<file path="src/rtl/hazard_ctrl_pkg.sv">
// Purpose : shared pipeline constants for the hazard controller (FSM encoding, NOP word).
// Latency : n/a (package only).
// Backpr. : n/a (package only).
package hazard_ctrl_pkg;

  localparam int unsigned REG_ADDR_W = 5;

  // FSM encoding; kept as plain 2-bit constants so older tools and netlists
  // that grep for the raw state values keep working.
  localparam logic [1:0] ST_RUN         = 2'd0;  // normal flow
  localparam logic [1:0] ST_IMISS       = 2'd1;  // fetch outstanding
  localparam logic [1:0] ST_IMISS_REDIR = 2'd2;  // outstanding fetch is wrong-path

  // addi x0, x0, 0 -- the canonical NOP loaded into IF/ID on a flush.
  localparam logic [31:0] NOP_INSN = 32'h0000_0013;

endpackage

</file>
<file path="src/rtl/hazard_ctrl_load_use_detect.sv">
// Purpose : flags a load in EX whose destination feeds a source of the instruction in ID.
// Latency : pure combinational, zero cycles.
// Backpr. : none; consumed by the hazard FSM in the same cycle.
//
// Ports: ID_rs1_i/ID_rs2_i  source fields of the ID instruction
//        EX_rd_i            destination of the EX instruction
//        EX_MemRead_i       EX instruction is a load
//        lu_o               load-use hazard present
module load_use_detect
  import hazard_ctrl_pkg::*;
(
  input  logic [REG_ADDR_W-1:0] ID_rs1_i,
  input  logic [REG_ADDR_W-1:0] ID_rs2_i,
  input  logic [REG_ADDR_W-1:0] EX_rd_i,
  input  logic                  EX_MemRead_i,
  output logic                  lu_o
);

  // x0 is hard-wired zero, so a load targeting it never creates a dependency.
  assign lu_o = EX_MemRead_i && (EX_rd_i != '0) &&
                ((EX_rd_i == ID_rs1_i) || (EX_rd_i == ID_rs2_i));

endmodule

</file>
<file path="src/rtl/hazard_ctrl.sv">
// Purpose : pipeline hazard controller -- load-use stall, branch flush, I-miss handling, stall counter.
// Latency : outputs combinational from state + current inputs (zero cycles); state/counter update on posedge.
// Backpr. : stalls PC (PC_Write=0) on load-use and while a fetch is outstanding; counter saturates.
//
// Ports: clk, reset (sync, active-low)
//        ID_rs1/ID_rs2/EX_rd/EX_MemRead  operand/load info for hazard detection
//        branch_taken, imem_valid        redirect and fetch-ready events
//        PC_Write, IF_ID_Write, IF_ID_Flush, ID_EX_Bubble  pipeline controls
//        stall_cycles                    saturating count of cycles with PC_Write=0
module hazard_ctrl
  import hazard_ctrl_pkg::*;
#(
  parameter int unsigned STALL_CNT_W = 16
) (
  input  logic                   clk,
  input  logic                   reset,
  input  logic [REG_ADDR_W-1:0]  ID_rs1,
  input  logic [REG_ADDR_W-1:0]  ID_rs2,
  input  logic [REG_ADDR_W-1:0]  EX_rd,
  input  logic                   EX_MemRead,
  input  logic                   branch_taken,
  input  logic                   imem_valid,
  output logic                   PC_Write,
  output logic                   IF_ID_Write,
  output logic                   IF_ID_Flush,
  output logic                   ID_EX_Bubble,
  output logic [STALL_CNT_W-1:0] stall_cycles
);

  logic [1:0]             state_q, state_d, state_eff;
  logic [STALL_CNT_W-1:0] stall_cnt_q, stall_cnt_d;
  logic                   lu;

  load_use_detect u_lu (
    .ID_rs1_i     (ID_rs1),
    .ID_rs2_i     (ID_rs2),
    .EX_rd_i      (EX_rd),
    .EX_MemRead_i (EX_MemRead),
    .lu_o         (lu)
  );

  // While reset is asserted the outputs follow the RUN rules even if the
  // register still holds a miss state; the next edge clears it anyway.
  assign state_eff = reset ? state_q : ST_RUN;

  always_comb begin
    PC_Write     = 1'b1;
    IF_ID_Write  = 1'b1;
    IF_ID_Flush  = 1'b0;
    ID_EX_Bubble = 1'b0;
    state_d      = ST_RUN;

    if (state_eff == ST_IMISS_REDIR) begin
      // The word in flight is wrong-path: keep flushing it and hold the PC
      // unless a new redirect arrives. A load-use hold on IF/ID wins over the
      // flush, since flushing a register that is not loaded is meaningless.
      PC_Write     = branch_taken;
      IF_ID_Write  = !lu;
      IF_ID_Flush  = !lu;
      ID_EX_Bubble = branch_taken || lu;
      state_d      = imem_valid ? ST_RUN : ST_IMISS_REDIR;
    end else begin
      // RUN and IMISS share output rules.
      if (branch_taken) begin
        IF_ID_Flush  = 1'b1;
        ID_EX_Bubble = 1'b1;
      end else if (lu) begin
        PC_Write     = 1'b0;
        IF_ID_Write  = 1'b0;
        ID_EX_Bubble = 1'b1;
      end else if (!imem_valid) begin
        PC_Write     = 1'b0;
        IF_ID_Flush  = 1'b1;
      end

      if (state_eff == ST_IMISS) begin
        // A redirect during an outstanding fetch makes that fetch wrong-path.
        if (imem_valid)        state_d = ST_RUN;
        else if (branch_taken) state_d = ST_IMISS_REDIR;
        else                   state_d = ST_IMISS;
      end else if (!branch_taken && !lu && !imem_valid) begin
        state_d = ST_IMISS;
      end
    end
  end

  always_comb begin
    stall_cnt_d = stall_cnt_q;
    if (!PC_Write && (stall_cnt_q != '1)) begin
      stall_cnt_d = stall_cnt_q + STALL_CNT_W'(1);
    end
  end

  always_ff @(posedge clk) begin
    if (!reset) begin
      state_q     <= ST_RUN;
      stall_cnt_q <= '0;
    end else begin
      state_q     <= state_d;
      stall_cnt_q <= stall_cnt_d;
    end
  end

  assign stall_cycles = stall_cnt_q;

endmodule

</file>
<file path="config.mk">
export PLATFORM = sky130hd
export DESIGN_NAME = hazard_ctrl
export DESIGN_NICKNAME = d
export VERILOG_FILES = /design/src/rtl/hazard_ctrl_pkg.sv /design/src/rtl/hazard_ctrl_load_use_detect.sv /design/src/rtl/hazard_ctrl.sv
export SDC_FILE = /design/constraint.sdc
export NUM_CORES = 1
export LEC_CHECK = 0
export ABC_CLOCK_PERIOD_IN_PS = 5400
export BUFFER_PORTS_ARGS = -buffer_cell sky130_fd_sc_hd__buf_2
export CAP_MARGIN = 20
export CORE_AREA = 2 2 50 52
export DETAILED_ROUTE_END_ITERATION = 10
export DIE_AREA = 0 0 52 54
export GPL_TIMING_DRIVEN = 0
export PLACE_DENSITY = 0.81
export SLEW_MARGIN = 20
export SYNTH_ARGS = -nofsm -noshare
export SYNTH_HDL_FRONTEND = slang
export SYNTH_HIERARCHICAL = 1
export SYNTH_SLANG_ARGS = --single-unit
</file>
<file path="constraint.sdc">
create_clock -name clk -period 5.4 [get_ports clk]
set_clock_uncertainty 0.05 [all_clocks]
set_input_delay 1.08 -clock clk [delete_from_list [all_inputs] [get_ports clk]]
set_output_delay 1.08 -clock clk [all_outputs]
set_load 0.02 [all_outputs]
</file>
# Yosys cells after proc, flatten, opt, wreduce, memory -nomap -nowiden
# Cells that the tools add are included.
[word_totals]
register_bits = 18
output_inout_bits = 20
elab_cells = 41
[classes]
n_reduce_logical = 12
eq_ne = 5
n_mux = 21
n_addsub = 1
[op_table]
columns = ["op", "count"]
rows = [
  ["$add A16 B1 Y16 const B", 1],
  ["$ne A16 B16 Y1 const B", 1],
  ["$mux W1", 15],
  ["$mux W2", 6],
  ["$eq A5 B5 Y1", 2],
  ["$logic_and A1 B1 Y1", 5],
  ["$reduce_bool A5 Y1", 1],
  ["$logic_not A1 Y1", 4],
  ["$eq A2 B1 Y1 const B", 1],
  ["$eq A2 B2 Y1 const B", 1],
  ["$logic_or A1 B1 Y1", 2],
]

# Longest topological paths before layout
[logic_depth]
word_depth = 9
ltp_mapped = 10

# Hierarchy
# Netlist, hierarchy kept.
[modules_own_cells]
columns = ["mod", "area_per_inst_um2", "cells_per_inst", "n_inst"]
rows = [
  ["hazard_ctrl", 1029.7, 116, 1],
  ["load_use_detect", 125.1, 17, 1],
]

# Worst setup path before layout
# OpenSTA, ideal clock, no wires.
[synth_path]
path_type = "in2out"
startpoint = "input port EX_rd[1]"
endpoint = "output port PC_Write"
arrival_ns = 2.250
path_stages = 6
slack_ns = 2.020
t_required_ns = 4.270
n_path_buf = 1
path_cell_list = "or4_1 -> o21ai_1 -> a21oi_1 -> nor2b_1 -> a21o_1 -> clkbuf_8"
[synth_between]
elab_chain_len = 6
elab_cells_between_ends = 9
classes_between = "eq/ne: 2; mux: 3; reduce/logical: 4"
[synth_rtl]
columns = ["item", "line_no", "text"]
rows = [
  ["from (decl)", "hazard_ctrl.sv:19", "input logic [REG_ADDR_W-1:0] EX_rd,"],
  ["$eq A5 B5 Y1 / $reduce_bool A5 Y1 (equally long branches)", "hazard_ctrl_load_use_detect.sv:21, hazard_ctrl_load_use_detect.sv:20", ""],
  ["$logic_or A1 B1 Y1 / $logic_and A1 B1 Y1 (equally long branches)", "hazard_ctrl_load_use_detect.sv:21, hazard_ctrl_load_use_detect.sv:20", ""],
  ["$logic_and A1 B1 Y1 (*)", "hazard_ctrl_load_use_detect.sv:20", "assign lu_o = EX_MemRead_i && (EX_rd_i != '0) &&"],
  ["via lu", "hazard_ctrl.sv:32", "logic lu;"],
  ["$mux W1 (*)", "hazard_ctrl.sv:67", "end else if (lu) begin"],
  ["$mux W1 (*)", "hazard_ctrl.sv:64", "if (branch_taken) begin"],
  ["$mux W1 (*)", "hazard_ctrl.sv:53", "if (state_eff == ST_IMISS_REDIR) begin"],
  ["to (decl)", "hazard_ctrl.sv:23", "output logic PC_Write,"],
]
# Mark *: on every way through the listed nets, which the timed path passes. The rest lies on a longest branch.

# Worst setup path after layout
[layout_path]
startpoint = "input port EX_rd[0]"
endpoint = "output port PC_Write"
# The elaborated chain is that of the path after synthesis.

==> impl_metrics.tcl <==
set metrics [dict create \
    status "finished, final reports clean" \
    synth_ff_type "dfxtp_1" \
    synth_area_leader_cell "dfxtp_1" \
    h-tree-depth 1 \
    antenna_found_initial 0 \
    dieHeight_um 54 \
    critPathBufInv 3 \
    setup_viol 0 \
    synth_edf_count 0 \
    post_synth_num_cell_types 37 \
    max_slew_margin_pct 61.82 \
    ctsHoldBuffers 0 \
    grt_pass1_wl_um 4202 \
    path_class "input pin to primary output" \
    worst-slew-pin-transition_ns 0.5693 \
    placed_area_um2 1388 \
    seq_area_frac_synth_pct 31.20 \
    fin_crit_sh_pct 69.63 \
    crit_path_end "PC_Write" \
    critPathTopFamily "compound AO/OA/AOI/OAI gates" \
    pin_count 40 \
    clk_path_buf_depth 2 \
    core_area_um2 2320 \
    period_minus_slack_ns 3.760 \
    diodes 0 \
    regToRegEndpoint "stall_cycles[8]" \
    avgRoutedWirePerCell_um 12.15 \
    whs_ns 0.4735 \
    maxCapViolations 0 \
    insertion_delay_ns 0.30 \
    place_hpwl_um 2024 \
    grt_max_degree 11 \
    hold_path_class "flop to flop" \
    synth_area_leaders "dfxtp_1 (31%), xnor2_1 (11%), nor2_1 (5.9%)" \
    r2r_slack_ns 3.39 \
    crit_path_max_incr_delay_ns 0.37 \
    yosysWarnings 6 \
    gp_congestion 0.7949 \
    power.density_nw_per_um2 182.9 \
    path_common_cell "buf_2" \
    p_leak_nw 0.6017 \
    fin_area_um2 1424 \
    num_vias 1106 \
    drive_above_1_share_pct 34.09 \
    report.final.slew_viol_count 0 \
    post_cts_buffers 0 \
    die_w_um 52 \
    grt_pass1_vias 1017 \
    die_area_um2 2808 \
    area.growth.synth_to_final_pct 23.29 \
    syn_inst 133 \
    mostFrequentLayoutCell "buf_2" \
    cts_sinks 18 \
    port_buffers 39 \
    crit_fanout 10 \
    avgSynthCellArea_um2 8.683 \
    netlist_area_um2 1155 \
    rsz0062_at_grt "false" \
    initial_core_util_pct 49.78 \
    cp.required_ns 4.27 \
    firstDrtPassIters 4 \
    routed_wl_um 2503 \
    synth-seq-cells 18 \
    r2r_start "stall_cycles[0]" \
    end_kind "primary output" \
    cts_root_buf "clkbuf_4" \
    crit_cells 9 \
    rows 18 \
    path_cells "buf_2 > xor2_1 > nor3_1 > nand3_1 > a21oi_1 > nor2b_1 > a21o_1 > clkbuf_8 > buf_2" \
    crit_arrival_ns 2.63 \
    slowest_stage "a21oi_1" \
    peakVddDrop_mv 0.1013 \
    first_iter_violations 6 \
    vias_per_cell 5.369 \
    grt_usage_pct 19.63 \
    drc 0 \
    async_reset_ff_share_pct 0 \
    nets 198 \
    fin_setup_tns_ns 0 \
    yosys.area.top_type_share_pct 31.20 \
    grt_overflow 0 \
    hold_viol 0 \
    rr_worst_depth 6 \
    cts_tree "built" \
    start_kind "input pin" \
    cts_resized 0 \
    drtAntennaViolNets 0 \
    cts_buffers 3 \
    final_cell_mix "buf_2 (39), nor2_1 (18), dfxtp_1 (18)" \
    cp-startpoint "EX_rd[0]" \
    max_freq_mhz 265.9 \
    clk_pin_slew_ns 0.11 \
    syn-num-nets 154 \
]
report_power, final:
part	internal [mW]	switching (mW)	total, mW
registers	0.134	0.00188	0.136
logic	0.0176	0.0202	0.0378
clock network	0.0411	0.0453	0.0864
routing by layer:
layer	track usage [%]	vias to the layer above	part of all wire (%)
met5	0	-	0
met3	2.778	0	5.1
li1	-	555	-
met4	4.825	0	0
met2	39.45	31	54
met1	21.27	520	41
registers in the layout, indices dropped and copies added, names as in the netlist:
signal,cells
state_q,2
stall_cycles,16
area by class of cell:
cell class	instances	area (µm²)
Buffer	2	27.53
Fill cell	210	895.9
Timing Repair Buffer	39	195.2
Clock buffer	4	36.28
Inverter	4	15.01
Tap cell	30	37.54
Sequential cell	18	360.3
Multi-Input combinational cell	109	752.0
how the worst min path moves through the flow:
stage / endpoint / from / depth (start not counted) / slack [ns]
floorplan: state_q[0] / state_q[0] / 2 / 0.46
detailed placement: stall_cycles[15] / stall_cycles[15] / 1 / 0.47
finish: stall_cycles[12] / stall_cycles[12] / 2 / 0.47
global route: stall_cycles[15] / stall_cycles[15] / 1 / 0.52
CTS: stall_cycles[15] / stall_cycles[15] / 1 / 0.48
global placement: stall_cycles[12] / stall_cycles[12] / 2 / 0.45
worst register-to-register path, cell delays in order (launching register included):
cell and delay, ns:
dfxtp_1 0.43, ha_1 0.27, inv_1 0.12, nor3_1 0.50, nor4b_2 0.33, xnor2_1 0.17
nor2_1 0.05
cell usage after synthesis (2+ instances only):
library cell and n:
dfxtp_1 18, nor2_1 18, nand2_1 14, xnor2_1 14, nand3_1 11, xor2_1 7, a211oi_1 5, nor3_1 5
inv_1 4, a21oi_1 3, nand4_1 3, a2111oi_2 2, a21o_1 2, a31o_2 2, clkbuf_8 2, nor4b_2 2
cell families (layout without fill, tap and decap cells):
| kind of cell | count (synthesis) | count (layout) | synth area share [%] |
|---|---|---|---|
| simple gates | 65 | 65 | 32.29 |
| xor+xnor | 21 | 21 | 15.93 |
| compound gates | 20 | 20 | 13.98 |
| flops | 18 | 18 | 31.20 |
| buf+inv | 6 | 49 | 3.684 |
| mux | 2 | 2 | 1.842 |
| fa+ha+maj | 1 | 1 | 1.083 |
through the flow:
stage               power (mW)  util (%)  setup WS (ns)  std cells
floorplan               0.1612         -          2.020        133
detailed placement      0.1772     59.82          1.633        202
CTS                     0.2626     61.38          1.631        206
global route            0.2736     61.38          1.463        206
global placement        0.1756     59.82          1.671        202
finish                  0.2604     61.38          1.640        206
No activity file was read; power rests on OpenSTA's default activity.
